`config.mk`:
```
export PLATFORM = sky130hd
export DESIGN_NAME = id_ex_stage
export DESIGN_NICKNAME = d
export VERILOG_FILES = /design/src/rtl/id_ex_stage.sv
export SDC_FILE = /design/constraint.sdc
export NUM_CORES = 1
export LEC_CHECK = 0
export CORE_UTILIZATION = 40
export DETAILED_ROUTE_END_ITERATION = 6
export PLACE_DENSITY = 0.81
export SLEW_MARGIN = 40
export SYNTH_ARGS = -nofsm -noshare
export SYNTH_HDL_FRONTEND = slang
export SYNTH_SLANG_ARGS = --single-unit
export TNS_END_PERCENT = 20
```
`constraint.sdc`:
```
create_clock -name clk -period 5.7 [get_ports clk]
set_clock_uncertainty 0.05 [all_clocks]
set_input_delay 0.855 -clock clk [delete_from_list [all_inputs] [get_ports clk]]
set_output_delay 0.855 -clock clk [all_outputs]
set_load 0.02 [all_outputs]
```
`src/rtl/id_ex_stage.sv`:
```
// id_ex_stage: ID/EX pipeline register for the 5-stage MIPS pipeline with
// integrated load-use hazard detection, branch flush and downstream hold.
// Optional feature: define ID_EX_PERF_CNT_EN to add bubble_count and
// flush_count saturating performance counters.
module id_ex_stage #(
    parameter int DATA_W = 32,
    parameter int REG_AW = 5
) (
    input  logic              clk,
    input  logic              reset,
    input  logic [5:0]        id_opcode,
    input  logic              id_reg_dst,
    input  logic              id_branch,
    input  logic              id_mem_read,
    input  logic              id_mem_to_reg,
    input  logic              id_mem_write,
    input  logic              id_alu_src,
    input  logic              id_reg_write,
    input  logic [3:0]        id_alu_op,
    input  logic [DATA_W-1:0] id_rs_data,
    input  logic [DATA_W-1:0] id_rt_data,
    input  logic [DATA_W-1:0] id_imm,
    input  logic [DATA_W-1:0] id_pc4,
    input  logic [REG_AW-1:0] id_rs,
    input  logic [REG_AW-1:0] id_rt,
    input  logic [REG_AW-1:0] id_rd,
    input  logic              flush,
    input  logic              hold,
    output logic              hazard_stall,
    output logic              ex_valid,
    output logic              ex_reg_dst,
    output logic              ex_branch,
    output logic              ex_mem_read,
    output logic              ex_mem_to_reg,
    output logic              ex_mem_write,
    output logic              ex_alu_src,
    output logic              ex_reg_write,
    output logic [3:0]        ex_alu_op,
    output logic [DATA_W-1:0] ex_rs_data,
    output logic [DATA_W-1:0] ex_rt_data,
    output logic [DATA_W-1:0] ex_imm,
    output logic [DATA_W-1:0] ex_pc4,
    output logic [REG_AW-1:0] ex_rs,
    output logic [REG_AW-1:0] ex_rt,
    output logic [REG_AW-1:0] ex_write_reg
`ifdef ID_EX_PERF_CNT_EN
    ,
    output logic [31:0]       bubble_count,
    output logic [31:0]       flush_count
`endif
);

    localparam logic [5:0] OP_RTYPE = 6'b000000;
    localparam logic [5:0] OP_BEQ   = 6'b000100;
    localparam logic [5:0] OP_SW    = 6'b101011;

    logic idUsesRt;
    logic loadRegister;
    logic loadBubble;

    // Decide whether the decode instruction reads rt as a source operand
    always_comb begin
        // NOTE: the default assignment comes first so every path drives idUsesRt and no latch is inferred.
        idUsesRt = 1'b0;
        case (id_opcode)
            OP_RTYPE, OP_BEQ, OP_SW: idUsesRt = 1'b1;
            default:                 idUsesRt = 1'b0;
        endcase
    end

    // Load-use detection: a load in EX whose target feeds the decode instruction.
    // Built only from EX state and decode fields; flush and hold never reach it.
    assign hazard_stall = ex_valid & ex_mem_read & (ex_rt != '0) &
                          ((ex_rt == id_rs) | (idUsesRt & (ex_rt == id_rt)));

    // Flush overrides hold; otherwise hold freezes everything.
    assign loadRegister = flush | ~hold;
    // A squashed or stalled decode instruction enters EX as a bubble.
    assign loadBubble   = flush | hazard_stall;

    // Pipeline register: capture decode bundle, or insert a bubble with live data
    always_ff @(posedge clk or posedge reset) begin
        if (reset) begin
            // NOTE: sequential state uses non-blocking assignments so all registers update together at the edge.
            ex_valid      <= 1'b0;
            ex_reg_dst    <= 1'b0;
            ex_branch     <= 1'b0;
            ex_mem_read   <= 1'b0;
            ex_mem_to_reg <= 1'b0;
            ex_mem_write  <= 1'b0;
            ex_alu_src    <= 1'b0;
            ex_reg_write  <= 1'b0;
            ex_alu_op     <= '0;
            ex_rs_data    <= '0;
            ex_rt_data    <= '0;
            ex_imm        <= '0;
            ex_pc4        <= '0;
            ex_rs         <= '0;
            ex_rt         <= '0;
            ex_write_reg  <= '0;
        end else if (loadRegister) begin
            ex_rs_data   <= id_rs_data;
            ex_rt_data   <= id_rt_data;
            ex_imm       <= id_imm;
            ex_pc4       <= id_pc4;
            ex_rs        <= id_rs;
            ex_rt        <= id_rt;
            ex_write_reg <= id_reg_dst ? id_rd : id_rt;
            if (loadBubble) begin
                ex_valid      <= 1'b0;
                ex_reg_dst    <= 1'b0;
                ex_branch     <= 1'b0;
                ex_mem_read   <= 1'b0;
                ex_mem_to_reg <= 1'b0;
                ex_mem_write  <= 1'b0;
                ex_alu_src    <= 1'b0;
                ex_reg_write  <= 1'b0;
                ex_alu_op     <= '0;
            end else begin
                ex_valid      <= 1'b1;
                ex_reg_dst    <= id_reg_dst;
                ex_branch     <= id_branch;
                ex_mem_read   <= id_mem_read;
                ex_mem_to_reg <= id_mem_to_reg;
                ex_mem_write  <= id_mem_write;
                ex_alu_src    <= id_alu_src;
                ex_reg_write  <= id_reg_write;
                ex_alu_op     <= id_alu_op;
            end
        end
    end

`ifdef ID_EX_PERF_CNT_EN
    // Saturating counters: flush bubbles and hazard bubbles, frozen during hold
    always_ff @(posedge clk or posedge reset) begin
        if (reset) begin
            bubble_count <= '0;
            flush_count  <= '0;
        end else if (!hold) begin
            if (flush) begin
                if (flush_count != '1) flush_count <= flush_count + 32'd1;
            end else if (hazard_stall) begin
                if (bubble_count != '1) bubble_count <= bubble_count + 32'd1;
            end
        end
    end
`endif

endmodule

```
==> flow_summary.ini, run 1 <==
[status]
outcome = complete, but fails checks
violations = design-rule violations

[timing]
finalSetupViolations = 0
maxSlewHeadroom = 0.5533
fin_tns_setup_ns = 0
fin_crit_ns = 3.920
slew_violations = 0
worst_pin_slew_ns = 0.6701
rsz0062_at_grt = false
max_freq_mhz = 255.1
hold_violations = 0
post-route-period-util = 0.6878

[clock_network]
post_cts_resized = 0
cts_setup_buffers = 0
insertion_delay_ns = 0.41
cts_tree = built
cts_max_level = 4
cts_hold_buffers = 0
cts_buffer_depth = 2
clk_pin_slew_ns = 0.06
clkSinkCount = 155
cts_root_buf = clkbuf_16
cts_buffers = 17

[yosys]
ys_seq_area_frac = 0.6352
synth_nets = 835
ys_warn_count = 0
synth_top_area_frac = 0.6352
yosysTopAreaCell = dfrtp_1
avgSynthCellArea_um2 = 9.100
ys_types = 28
synthTopCellsByArea = dfrtp_1, nand2_1, a32o_1
synth.cell_area_um2 = 6106
ys_seq_elements = 155
synth_cells = 671

[setup_path]
rr_endpoint = ex_branch
rrSetupSlack_ns = 3.75
cp-start-kind = primary input
path_class = in2out
cp.required_ns = 4.80
worst-path-max-fanout = 13
crit_path_end_kind = output port
r2r_start = ex_rt[3]
r2r_cells = 4
arrival_ns = 3.02
crit_end = hazard_stall
crit_start = id_opcode[0]

[die]
io_pins = 320
die_h_um = 125.6
fp.dieW_um = 125.6
dieArea_um2 = 15760
rows = 44
coreArea_um2 = 14700
initial_core_util = 0.4154

[global_route]
grt-ovfl-total = 0
grt_max_degree = 79
grt_pass1_wl_mm = 28.59
grt_usage = 0.2361
antenna_found_initial = 1
grt_pass1_vias = 5410

[power_and_ir_drop]
peakVddDrop_v = 0.0002068
cellPowerDensity_nw_per_um2 = 303.5
leakagePower_uw = 0.004853

[placed_design]
gp_congestion = 0.7871
io_buffers = 319
dpl.hpwl_mm = 12.89
post_dp_cell_area_um2 = 9459

[hold_path]
hold_path_class = reg2reg

[route]
met3WireLength_mm = 1.820
wl_met1_mm = 7.044
ant_nets = 0
dr.pass1.iters = 7
vias = 5481
wirelength_mm = 17.99
routed_via_density = 4.661
drt_iter0_drc = 339
wl_met2_mm = 8.719
drc = 27
routed.top_layer = met4
wl_per_cell_um = 15.30

[job]
drv_cap = 0

[layout]
nNetsFinal = 1142
multiInputGateArea_um2 = 2063
n_fill_cell = 1130
layout-drive-gt1-share = 0.04339
fin_area_um2 = 10110
area_growth_pct = 65.53
layout.area.seq_um2 = 3879
-- metrics by stage --
step / std cells / setup slack, ns / hold WS [ns] / utilization / power, uW
5_1_grt: 1176 / 1.710 / 0.4280 / 0.6876 / 3208
6_report: 1176 / 1.780 / 0.4108 / 0.6876 / 3068
3_3_place_gp: 1142 / 1.792 / 0.3980 / 0.6416 / 1850
4_1_cts: 1175 / 1.777 / 0.4169 / 0.6874 / 3098
3_5_place_dp: 1143 / 1.774 / 0.4044 / 0.6435 / 1862
2_1_floorplan: 671 / 0.6168 / 0.5245 / - / 1511
-- routing by layer --
metal	track usage	vias to the layer above
li1	-	2686
met1	0.2708	2532
met2	0.3922	237
met3	0.09927	26
met4	0.08967	0
met5	0	-
-- layout make-up --
cell class                 instances  area share
antenna                            1   0.0002476
sequential                       155      0.3838
timing repair buffer             326      0.3243
inverter                           1   0.0008666
multi-input combinational        477      0.2041
tap                              184     0.02278
clock inverter                     7     0.01585
clock buffer                      25     0.04803
-- where the power goes --
part / internal [uW] / leakage [uW] / switching, uW
registers: 1190 / 0.00187 / 52.4
clock network: 812 / 0.000315 / 416
logic: 303 / 0.00267 / 292
total: 2310 / 0.00485 / 761
-- worst min-delay path by stage --
stage	depth (start not counted)	start	slack, ns	end
floorplan	2	ex_imm[23]	0.52	ex_imm[23]
global placement	2	ex_rs_data[23]	0.40	ex_rs_data[23]
detailed placement	2	ex_pc4[11]	0.40	ex_pc4[11]
CTS	2	ex_rs_data[3]	0.42	ex_rs_data[3]
global route	2	ex_imm[6]	0.43	ex_imm[6]
finish	2	ex_rt_data[24]	0.41	ex_rt_data[24]
-- worst max-delay path, cell delays in order --
cell	delay, ns
clkdlybuf4s50_1	0.43
or4_4	0.54
o21ai_2	0.09
nand4_2	0.33
nand2_1	0.16
clkdlybuf4s50_1	0.61
-- cells in the mapped netlist --
library cell,count
inv_1,1
nand2b_1,1
nor3_1,1
nand2_1,420
nor3b_1,4
and3b_1,1
o21ai_2,1
a32o_1,11
clkbuf_1,19
a41o_2,1
buf_1,3
or4_4,1
xor2_1,8
o311a_1,1
nor2_1,2
nor4_2,1
mux2i_1,5
or3_1,1
buf_6,2
dfrtp_1,155
and2_1,6
nand4_1,1
buf_2,13
nand4_2,2
nor2b_1,2
clkbuf_2,1
xnor2_1,2
o21ai_0,5
-- cells by family after synthesis --
logic type,Yosys count,synth area share
compound gates,19,0.02705
simple gates,443,0.2859
buf+inv,39,0.02930
flops,155,0.6352
xor+xnor,10,0.01435
mux,5,0.008197
-- cell usage in the layout, fill, tap and decap left out, types with 2 or more instances in the layout --
cell type        netlist  routed
nand2_1              420     420
clkdlybuf4s50_1        0     319
dfrtp_1              155     155
clkbuf_16              0      17
a32o_1                11      11
xor2_1                 8       8
and2_1                 6       6
mux2i_1                5       5
o21ai_0                5       5
clkbuf_1              19       5
bufinv_16              0       5
buf_4                  0       5
nor3b_1                4       4
clkbuf_8               0       3
xnor2_1                2       2
nand4_2                2       2
nor2_1                 2       2
clkinv_2               0       2
(Power assumes the default switching activity.)
==> run 2, diff against run 1 <==
Settings changed: CORE_UTILIZATION 40 to 36, PLACE_DENSITY 0.81 to 0.77.
Clock period 5.7 ns to 3.5 ns, I/O delays scaled along.
==> flow_summary.ini, run 2 (same netlist as run 1, synthesis figures left out) <==
[job]
drv_cap = 0

[die]
io_pins = 320
dieArea_um2 = 17490
rows = 47
initial_core_util = 0.3682
fp.dieW_um = 132.2
coreArea_um2 = 16580
die_h_um = 132.2

[power_and_ir_drop]
peakVddDrop_v = 0.0003275
switching_share = 0.2552
pwr-share-clk = 0.407
power.internal_uw = 3772
power_frac_comb = 0.194
cellPowerDensity_nw_per_um2 = 493.5
leakagePower_uw = 0.004895
pwr-share-seq = 0.400
power.switching_uw = 1292

[layout]
nNetsFinal = 1148
final_common_cell = nand2_1
layout-drive-gt1-share = 0.05115
area_growth_pct = 68.05
n_fill_cell = 1417
layout.cells.most_common_list = nand2_1, clkdlybuf4s50_1, dfrtp_1
fin_area_um2 = 10260

[placed_design]
io_buffers = 319
gp_congestion = 0.8057
dpl.hpwl_mm = 12.79
post_dp_cell_area_um2 = 9570

[global_route]
grt_pass1_wl_mm = 29.44
grt_usage = 0.2184
grt_max_degree = 139
grt_pass1_vias = 5619
grt-ovfl-total = 0
antenna_found_initial = 1

[timing]
max_freq_mhz = 333.5
maxSlewHeadroom = 0.5462
hold_violations = 0
worst_pin_slew_ns = 0.6807
finalSetupViolations = 0
fin_crit_ns = 2.999
fin_tns_setup_ns = 0
post-route-period-util = 0.8568
hold-worst-slack_ns = 0.3845
rsz0062_at_grt = false
slew_violations = 0

[status]
outcome = completed

[route]
drt_iter0_drc = 228
routed_via_density = 4.561
drc = 0
wirelength_mm = 18.22
vias = 5555
dr.pass1.iters = 4
ant_nets = 0
wl_per_cell_um = 14.96

[clock_network]
clk_pin_slew_ns = 0.06
insertion_delay_ns = 0.41
cts_max_level = 4
cts_hold_buffers = 0
clkSinkCount = 155
post_cts_resized = 0
cts_buffers = 17
cts_tree = built
cts_buffer_depth = 2
cts_setup_buffers = 0
cts_root_buf = clkbuf_16

[setup_path]
path_class = in2out
crit_top_cell = clkdlybuf4s50_1
crit_path_end_kind = output port
cpMaxStageDelayCell = clkdlybuf4s50_1
crit_start = id_opcode[0]
cpPeakStageDelay_ns = 0.61
arrival_ns = 2.42
cp-start-kind = primary input
cp.required_ns = 2.92
r2r_start = ex_rt[1]
worstPathCellList = clkdlybuf4s50_1 > or4_4 > o21ai_2 > nand4_2 > nand2_1 > clkdlybuf4s50_1
r2r_cells = 5
worst-path-max-fanout = 2

[hold_path]
hold_path_class = in2async
## run 2: final cells by class
cell class,instances,area (um^2),share of cell area
Sequential cell,155,3879,0.3780
Clock inverter,9,182.7,0.01780
Antenna cell,1,2.502,0.0002439
Tap cell,220,275.3,0.02683
Timing Repair Buffer,332,3373,0.3287
Multi-Input combinational cell,477,2063,0.2011
Clock buffer,23,478.0,0.04658
Inverter,1,7.507,0.0007316
## run 2: path summary, 6_finish.rpt
path,slack (ns),end
hold / removal,0.38,ex_imm[25]
min in group clk,0.41,ex_pc4[15]
setup / recovery,0.50,hazard_stall
hold reg to reg,0.41,ex_pc4[15]
max in group asynchronous,2.32,ex_imm[31]
setup reg to reg,1.70,ex_mem_read
## run 2: critical path: cells and delay by family
family / cells / cell delay [ns]
buffers and inverters: 2 / 1.03
AND/OR/NAND/NOR: 3 / 0.77
AO/OA/AOI/OAI: 1 / 0.10
## run 2: layer usage
layer  global-route usage  routed length [um]
met2               0.3571                8711
met1               0.2482                7159
met5                    0                   0
met4               0.1003                 534
met3              0.09304                1816
## run 2: metrics by stage
stage               power, uW  instances    util  setup slack [ns]
global route             5286       1218  0.6188            0.4672
detailed placement       3044       1184  0.5771            0.5031
CTS                      5127       1216  0.6169            0.5005
global placement         3029       1184  0.5771            0.5268
finish                   5064       1218  0.6188            0.5012
floorplan                2461        671       -            0.9661
## run 2: power by group through the flow
stage               Clock (uW)  Combinational, uW  Sequential [uW]
floorplan                    0                227             2230
global placement             0                978             2050
detailed placement           0                987             2060
CTS                       2110                992             2030
global route              2190               1060             2040
finish                    2060                981             2020
==> run 3, diff against run 2 <==
Settings changed: CAP_MARGIN set to 20, CTS_CLUSTER_SIZE set to 28.
==> results of run 3 <==
No change in the layout: final DEF, timing and power equal those of run 2.
==> RTL edit (settings of run 1) <==
Add a define of `ID_EX_PERF_CNT_EN`.
--- a/src/rtl/id_ex_stage.sv
+++ b/src/rtl/id_ex_stage.sv
@@ -3,4 +3,6 @@
 // Optional feature: define ID_EX_PERF_CNT_EN to add bubble_count and
 // flush_count saturating performance counters.
+`define ID_EX_PERF_CNT_EN
+
 module id_ex_stage #(
     parameter int DATA_W = 32,
Function (old outputs only; new: bubble_count and flush_count): kept (Yosys induction, for registers that start in step).
==> RTL edit against run 1 <==
  * The run still ends with design-rule violations left
  * Area after synthesis up 48%
  * Final cell count is 38% higher
  * Sequential cell count increased by 64
  * Clock power is 25% higher
  * Setup slack improved by 0.091 ns
  * Design area increased by 38%
  * Routed wire length increased by 52%
  * Power increased by 31%
  * Register-to-register slack lost 0.65 ns
==> RTL edit: results (changes against run 1) <==
| Metric | Value |
|---|---|
| IO buf count | 383 (+20%) |
| Post-detail-place hpwl | 19600 um (+52%) |
| Placer Congestion | 0.886 (+13%) |
| Clock buffer depth | 3 (+1) |
| Non-clk buf share | 28.1% (-4.4 points) |
| Worst skew pair latency | 0.51 ns (+0.10 ns) |
| Peak supply drop | 255 uV (+23%) |
| Vias | 8042 (+47%) |
| Syn nets | 1120 (+34%) |
| CTS buffer count | 24 (+7) |
| Routed wire length | 27400 um (+52%) |
| Place WS | 1.90 ns (+0.128 ns) |
| Violated checks | design-rule violations |
| Antenna violations before repair | 3 (+2) |
| Vias in the first global route | 8352 (+54%) |
| Sequential area share after synthesis | 60.5% (-3.0 points) |
| Layout fillers | 1759 (+56%) |
| Worst EP arrival | 2.92 ns (-0.10 ns) |
| Final instance area | 14000 sq um (+38%) |
| Final #Nets | 1495 (+31%) |
| Top cells by area, synth | dfrtp_1 (61%), nand2_1 (19%), xor2_1 (3.8%) |
| # H-tree levels | 1 (-3) |
| Worst-path fanout max | 3 (-10) |
| Synth unique cells | 44 (+57%) |
| Synth top cells by count | nand2_1 (448), dfrtp_1 (219), xor2_1 (39) |
| Drt via density | 4.94 (+6.0%) |
| Seq. cell area | 5480 sq um (+41%) |
| GRT Resource Usage Total | 24.1% (+0.49 points) |
| Area after DPL | 13200 sq um (+39%) |
| Invs w/o clock | 4 (+3) |
| Run status | finished with violations |
| Multi-input logic area | 3400 sq um (+65%) |
| P_sw | 1.06 mW (+39%) |
| Clkbuf count | 35 (+40%) |
| Bufs w/o clock | 392 (+20%) |
| Layout cells sized above 1 | 4.54% (+0.20 points) |
| CP max stage delay | 0.65 ns (+0.04 ns) |
| #MultiIn Comb | 688 (+44%) |
| Number of remaining DRC errors | 19 (-30%) |
| Antenna cells | 3 (+2) |
| Leak Pwr | 6.56 nW (+35%) |
## RTL edit: cell count changes after synthesis, moves of 17 or more
cell	run 1	this run
nand2_1	420	448
nor4_1	0	18
dfrtp_1	155	219
nand3_1	0	27
nand4_1	1	18
xor2_1	8	39
nor2_1	2	21
xnor2_1	2	30
## RTL edit: layer usage
layer	wire length [um]	track usage, %	vias up
met5	0	0	-
met2	13300	41.0	321
met4	1270	11.0	0
met3	2490	7.25	74
li1	-	-	3827
met1	10300	28.0	3820
## RTL edit: cell families (layout without fill, tap and decap cells)
family	count (synthesis)	count (layout)	synth area share, %
AO/OA/AOI/OAI	27	27	2.31
XOR/XNOR	69	69	6.68
adder cells (fa/ha/maj)	2	2	0.276
buffers and inverters	47	438	2.10
flip-flops	219	219	60.5
multiplexers	7	7	0.843
other	0	3	0
AND/OR/NAND/NOR	583	583	27.2
## RTL edit: power by group through the flow
stage               sequential, mW  combinational (mW)  clock [mW]
finish                        1.75               0.719        1.54
global route                  1.76               0.772        1.65
CTS                           1.75               0.728        1.58
detailed placement            1.77               0.723           0
global placement              1.77               0.716           0
floorplan                     1.90               0.170           0
## RTL edit: final timing paths
path,cells after the start,slack (ns),start,endpoint
worst max register to register,7,3.10,ex_rt[1],bubble_count[1]
worst min register to register,2,0.41,ex_rt_data[20],ex_rt_data[20]
max in group asynchronous,3,3.96,reset,flush_count[29]
worst min-delay path,2,0.41,ex_rt_data[20],ex_rt_data[20]
worst max-delay path,6,1.87,id_rt[1],hazard_stall
min in group asynchronous,2,0.70,reset,ex_rt_data[27]
## RTL edit: tightest hold or removal path, stage by stage (launching register included)
cell and delay (ns):
dfrtp_1 0.33, nand2_1 0.05, nand2_1 0.05
